## config.mk

```make
export PLATFORM = sky130hd
export DESIGN_NAME = dtree_node_loader_flat
export DESIGN_NICKNAME = d
export VERILOG_FILES = /design/src/rtl/dtree_node_loader_if.sv /design/src/rtl/dtree_node_loader.sv /design/src/flat_wrapper.sv
export SDC_FILE = /design/constraint.sdc
export NUM_CORES = 1
export LEC_CHECK = 0
export ABC_CLOCK_PERIOD_IN_PS = 2100
export BUFFER_PORTS_ARGS = -buffer_cell sky130_fd_sc_hd__buf_4
export CORE_MARGIN = 8
export CORE_UTILIZATION = 53
export CTS_BUF_LIST = sky130_fd_sc_hd__clkbuf_8
export CTS_CLUSTER_SIZE = 14
export DETAILED_ROUTE_END_ITERATION = 12
export PLACE_DENSITY = 0.75
export SLEW_MARGIN = 20
export SYNTH_ARGS = -nofsm -noshare
export SYNTH_HDL_FRONTEND = slang
export SYNTH_SLANG_ARGS = --single-unit
```

## constraint.sdc

```tcl
create_clock -name clk -period 2.1 [get_ports clk]
set_clock_uncertainty 0.05 [all_clocks]
set_input_delay 0.105 -clock clk [delete_from_list [all_inputs] [get_ports clk]]
set_output_delay 0.105 -clock clk [all_outputs]
set_load 0.02 [all_outputs]
```

## src/rtl/dtree_node_loader_if.sv

```systemverilog
// Byte-stream configuration handshake and node-memory write port of the decision-tree loader.
interface dtree_node_loader_if #(
    parameter int unsigned AW        = 3,
    parameter int unsigned NODE_SIZE = 24
);
    logic                 cfg_valid;
    logic                 cfg_ready;
    logic [7:0]           cfg_byte;
    logic                 wr_node;
    logic [AW-1:0]        node_addr;
    logic [NODE_SIZE-1:0] node_data_in;

    // Loader side: consumes the byte stream and drives the node-write port.
    modport master (
        input  cfg_valid,
        input  cfg_byte,
        output cfg_ready,
        output wr_node,
        output node_addr,
        output node_data_in
    );

    // Environment side: produces the byte stream and observes node writes.
    modport slave (
        output cfg_valid,
        output cfg_byte,
        input  cfg_ready,
        input  wr_node,
        input  node_addr,
        input  node_data_in
    );
endinterface

```

## src/rtl/dtree_node_loader.sv

```systemverilog
// Assembles checksummed node descriptors from a byte stream and writes them
// to the classifier node memory at strictly sequential addresses.
module dtree_node_loader #(
    parameter int unsigned FEATURES      = 3,
    parameter int unsigned COEFF_WIDTH   = 4,
    parameter int unsigned BIAS_WIDTH    = 10,
    parameter int unsigned MAX_CLUSTERS  = 5,
    parameter int unsigned CHANNEL_COUNT = 1
) (
    input  logic                clk,
    input  logic                reset,
    input  logic                restart,
    dtree_node_loader_if.master cfg,
    output logic                done,
    output logic                csum_err,
    output logic [7:0]          err_count
);
    localparam int unsigned NODE_SIZE = 2 + FEATURES + (FEATURES - 1) * COEFF_WIDTH + BIAS_WIDTH + 1;
    localparam int unsigned NBYTES    = (NODE_SIZE + 7) / 8;
    localparam int unsigned BUFW      = NBYTES * 8;
    localparam int unsigned NODES     = MAX_CLUSTERS * CHANNEL_COUNT;
    localparam int unsigned AW        = (NODES > 1) ? $clog2(NODES) : 1;
    localparam int unsigned BW        = (NBYTES > 1) ? $clog2(NBYTES) : 1;

    typedef enum logic [1:0] {
        S_DATA  = 2'd0,
        S_CSUM  = 2'd1,
        S_WRITE = 2'd2,
        S_DONE  = 2'd3
    } state_t;

    state_t               state_q, state_d;
    logic [BW-1:0]        byte_idx_q, byte_idx_d;
    logic [7:0]           xor_q, xor_d;
    logic [BUFW-1:0]      buf_q, buf_d;
    logic [AW-1:0]        idx_q, idx_d;
    logic [NODE_SIZE-1:0] out_q, out_d;
    logic [7:0]           err_q, err_d;
    logic                 csum_err_q, csum_err_d;
    logic                 cfg_ready_c;
    logic                 xfer_c;

    assign cfg_ready_c = (state_q == S_DATA) || (state_q == S_CSUM);
    assign xfer_c      = cfg.cfg_valid & cfg_ready_c;

    // State and datapath registers; reset discards any partial frame at once.
    always_ff @(posedge clk or posedge reset) begin
        if (reset) begin
            state_q    <= S_DATA;
            byte_idx_q <= '0;
            xor_q      <= '0;
            buf_q      <= '0;
            idx_q      <= '0;
            out_q      <= '0;
            err_q      <= '0;
            csum_err_q <= 1'b0;
        end else begin
            state_q    <= state_d;
            byte_idx_q <= byte_idx_d;
            xor_q      <= xor_d;
            buf_q      <= buf_d;
            idx_q      <= idx_d;
            out_q      <= out_d;
            err_q      <= err_d;
            csum_err_q <= csum_err_d;
        end
    end

    // Next-state logic: frame assembly, checksum compare, sequential node writes.
    always_comb begin
        state_d    = state_q;
        byte_idx_d = byte_idx_q;
        xor_d      = xor_q;
        buf_d      = buf_q;
        idx_d      = idx_q;
        out_d      = out_q;
        err_d      = err_q;
        csum_err_d = 1'b0;

        if (restart) begin
            // Restart wins over any byte offered in the same cycle; err_count survives.
            state_d    = S_DATA;
            byte_idx_d = '0;
            xor_d      = '0;
            idx_d      = '0;
        end else begin
            case (state_q)
                S_DATA: begin
                    if (xfer_c) begin
                        buf_d[{byte_idx_q, 3'b000} +: 8] = cfg.cfg_byte;
                        xor_d = xor_q ^ cfg.cfg_byte;
                        if (byte_idx_q == BW'(NBYTES - 1)) begin
                            byte_idx_d = '0;
                            state_d    = S_CSUM;
                        end else begin
                            byte_idx_d = byte_idx_q + BW'(1);
                        end
                    end
                end
                S_CSUM: begin
                    if (xfer_c) begin
                        xor_d = '0;
                        if (cfg.cfg_byte == xor_q) begin
                            // Padding bits above NODE_SIZE are dropped here.
                            out_d   = buf_q[NODE_SIZE-1:0];
                            state_d = S_WRITE;
                        end else begin
                            csum_err_d = 1'b1;
                            if (err_q != 8'hFF) begin
                                err_d = err_q + 8'd1;
                            end
                            state_d = S_DATA;
                        end
                    end
                end
                S_WRITE: begin
                    if (idx_q == AW'(NODES - 1)) begin
                        state_d = S_DONE;
                    end else begin
                        idx_d   = idx_q + AW'(1);
                        state_d = S_DATA;
                    end
                end
                S_DONE: begin
                    state_d = S_DONE;
                end
                default: begin
                    state_d = S_DATA;
                end
            endcase
        end
    end

    // Port drive; a restart during the write cycle cancels that write.
    assign cfg.cfg_ready    = cfg_ready_c;
    assign cfg.wr_node      = (state_q == S_WRITE) && !restart;
    assign cfg.node_addr    = idx_q;
    assign cfg.node_data_in = out_q;
    assign done             = (state_q == S_DONE);
    assign csum_err         = csum_err_q;
    assign err_count        = err_q;
endmodule

```

## src/flat_wrapper.sv

```systemverilog
// flat-port wrapper written by rule: the top's interface ports become plain ports
module dtree_node_loader_flat 
#(
    parameter int unsigned FEATURES      = 3,
    parameter int unsigned COEFF_WIDTH   = 4,
    parameter int unsigned BIAS_WIDTH    = 10,
    parameter int unsigned MAX_CLUSTERS  = 5,
    parameter int unsigned CHANNEL_COUNT = 1
)
  (clk, reset, restart, done, csum_err, err_count, cfg_cfg_valid, cfg_cfg_byte, cfg_cfg_ready, cfg_wr_node, cfg_node_addr, cfg_node_data_in);
  dtree_node_loader_if #(.AW(3), .NODE_SIZE(24)) cfg_i ();
  input  logic clk;
  input  logic reset;
  input  logic restart;
  output logic done;
  output logic csum_err;
  output logic [7:0] err_count;
  input wire logic [$bits(cfg_i.cfg_valid)-1:0] cfg_cfg_valid;
  input wire logic [$bits(cfg_i.cfg_byte)-1:0] cfg_cfg_byte;
  output wire logic [$bits(cfg_i.cfg_ready)-1:0] cfg_cfg_ready;
  output wire logic [$bits(cfg_i.wr_node)-1:0] cfg_wr_node;
  output wire logic [$bits(cfg_i.node_addr)-1:0] cfg_node_addr;
  output wire logic [$bits(cfg_i.node_data_in)-1:0] cfg_node_data_in;
  assign cfg_i.cfg_valid = cfg_cfg_valid;
  assign cfg_i.cfg_byte = cfg_cfg_byte;
  assign cfg_cfg_ready = cfg_i.cfg_ready;
  assign cfg_wr_node = cfg_i.wr_node;
  assign cfg_node_addr = cfg_i.node_addr;
  assign cfg_node_data_in = cfg_i.node_data_in;
  dtree_node_loader #(.FEATURES(FEATURES), .COEFF_WIDTH(COEFF_WIDTH), .BIAS_WIDTH(BIAS_WIDTH), .MAX_CLUSTERS(MAX_CLUSTERS), .CHANNEL_COUNT(CHANNEL_COUNT)) u_core (.clk(clk), .reset(reset), .restart(restart), .cfg(cfg_i), .done(done), .csum_err(csum_err), .err_count(err_count));
endmodule
```

==> out/results.ini <==
[setup_path]
worstPathMaxFanout = 24
criticalPathCategory = reg -> reg
r2r-start = u_core.state_q[1]
critPathCaptureType = flip-flop
startpoint = u_core.state_q[1]
rrSetupSlack_ns = 0.09
start_kind = flip-flop
r2r_end = u_core.cfg.node_data_in[13]
cpPeakStageDelay_ns = 0.54
path_cells = nand2b_4 -> or3b_1 -> or3_4 -> mux2_4
crit_arrival_ns = 2.19
rr_worst_depth = 4
worstPathRequired_ns = 2.27
slowest_stage = or3_4

[synth]
synth-main-ff-cell = dfrtp_1
synth-seq-cells = 72
async_reset_ff_frac = 1.00
synthDistinctLibCells = 30
synthCells = 296
yosysSeqAreaShare = 0.553
synth.avg_cell_area_um2 = 11.0
synth_nets = 316
synthTopCellsByCount = dfrtp_1, nand2_1, o21ai_0
yosys.area.top_type = dfrtp_1
yosysTopAreaCellShare = 0.553
netlist_area_um2 = 3260
ys.warnings.count = 0
netlist_top_cells_area = dfrtp_1, mux2_4, nand2_1
synth_edf_count = 0

[drt]
ant_nets = 0
dr.max_layer_used = met4
vias_per_cell = 5.09
firstDrtPassIters = 4
drtIter0Drc = 115
dr_wl_met3_um = 360
totalWireLength_mm = 6.91
vias = 2272
drc = 0
drt-met1-wl_mm = 3.01
routedWlPerCell_um = 15.5
routed-wl-met2_mm = 3.47

[sta]
max_freq_mhz = 497
setup_violations = 0
hold_viol = 0
worst_slack_ns = 0.0880
worst_pin_slew_ns = 0.459
period_needed_ns = 2.01
rsz0062_at_grt = no
final.period_utilization = 0.958
relSlewSlack = 0.692
tns_ns = 0
report.final.slew_viol_count = 0

[worst_hold_path]
hold_path.class = in -> reg
min_to = u_core.state_q[1]
hold_path_depth = 3
hold_start = cfg_cfg_valid

[floorplanning]
die-area_um2 = 8920
die_width_um = 94.4
die_h_um = 94.4
rows = 28
start_util = 0.551
io_pins = 51
coreArea_um2 = 5920

[clocking]
cts_max_level = 3
cts_made_buffers = 9
cts.clk_slew.worst_paths_ns = 0.07
root_buffer = clkbuf_8
cts_sinks = 72
cts.repair.resized = 0
cts_tree = built
clk_latency_ns = 0.34
cts.path.max_buffers = 2

[finish]
diodes = 0
drive_above_1_share = 0.280
areaGrowthSynthToFinish_pct = 24.4
nets = 386
utilization = 0.685

[power_and_ir_drop]
seqPwrFrac = 0.501
p_sw_mw = 0.712
power_mw = 2.96
p_per_area_nw_per_um2 = 730
pwr-share-clk = 0.416
power_switching_share = 0.241
power_frac_comb = 0.083
ir_drop_uv = 396
leakage_nw = 2.00
intPower_mw = 2.25

[place]
dp_slack_ns = 0.0942
dp_hpwl_mm = 4.63
io_buffers = 50
gp_congestion = 0.750

[global_route]
grt_pass1_vias = 2428
grtUsageTotal = 0.168
grt_pass1_wl_mm = 11.7
grt-ovfl-total = 0
grt_max_degree = 73
grt_antenna_before_repair = 0

[flow_run]
maxCapViolCount = 0

[outcome]
outcome = completed

[power groups by stage]
stage	Clock [mW]	Combinational [mW]	Sequential (mW)
after floorplan	0	0.135	1.51
after global placement	0	0.225	1.51
after detailed placement	0	0.232	1.51
after CTS	1.26	0.249	1.48
after global routing	1.30	0.284	1.49
final	1.23	0.247	1.48
[critical path, delay by kind of cell (launching register included)]
kind	cells	cell delay, ns
multiplexers	1	0.37
AND/OR/NAND/NOR	3	1.09
flip-flops	1	0.38
[metal layers]
metal | vias to the layer above | track usage
met3 | 7 | 0.0540
li1 | 1137 | -
met2 | 43 | 0.281
met5 | - | 0
met4 | 0 | 0.0661
met1 | 1085 | 0.197
[sequential cells by signal, summed over array words and instances (netlist names)]
signal / cells
u_core.buf_q: 24
u_core.byte_idx_q: 2
u_core.cfg.node_addr: 3
u_core.cfg.node_data_in: 24
u_core.csum_err: 1
u_core.err_count: 8
u_core.state_q: 2
u_core.xor_q: 8
[per-stage QoR]
step | cell area, um^2 | hold slack (ns) | std cells
floorplan | 3260 | 0.191 | 296
global placement | 3720 | 0.167 | 420
detailed placement | 3720 | 0.171 | 420
CTS | 4060 | 0.0261 | 446
global route | 4060 | 0.0501 | 446
finish | 4060 | 0.0488 | 446
[kinds of logic (layout without fill, tap and decap cells)]
group                    count (synthesis)  count (layout)  synth area share
multiplexers                            27              27             0.116
adder cells (fa/ha/maj)                  8               8            0.0307
AO/OA/AOI/OAI                           47              47            0.0737
XOR/XNOR                                16              16            0.0430
flip-flops                              72              72             0.553
AND/OR/NAND/NOR                        109             109             0.150
buffers and inverters                   17              92            0.0342
[repair_timing]
action                    4_1_cts  5_1_grt
hold endpoints to repair       94        0
setup buffers                   0        0
hold buffers                   10        0
[final cells by class]
class	count	area, um^2
Clock buffer	10	138
Clock inverter	6	92.6
Fill cell	458	1870
Inverter	7	26.3
Multi-Input combinational cell	207	1350
Sequential cell	72	1800
Tap cell	75	93.8
Timing Repair Buffer	69	556
[placed cells by master (no fill, tap or decap), drive strengths merged]
master        n
nand2        72
dfrtp        72
buf          59
o21ai        40
mux2         26
nor2         11
clkbuf       10
dlygate4sd3  10
xnor2         9
ha            8
xor2          7
inv           7
nor3          5
a21oi         5
nor4          5
nor3b         3
nand4         3
nand2b        3
clkinv        2
clkinvlp      2
bufinv        2
or3           2
or3b          1
nand3         1
nand4b        1
a32oi         1
or2b          1
mux2i         1
and2          1
a31oi         1
[worst max-delay path by stage]
stage / slack [ns] / end
2_1_floorplan: -0.04 / u_core.cfg.node_data_in[0]
3_5_place_dp: 0.09 / u_core.cfg.node_data_in[0]
4_1_cts: 0.07 / u_core.cfg.node_data_in[13]
6_report: 0.09 / u_core.cfg.node_data_in[13]
5_1_grt: 0.02 / u_core.cfg.node_data_in[13]
3_3_place_gp: 0.13 / u_core.cfg.node_data_in[6]
Note: power is estimated with default switching activity, not from simulation.
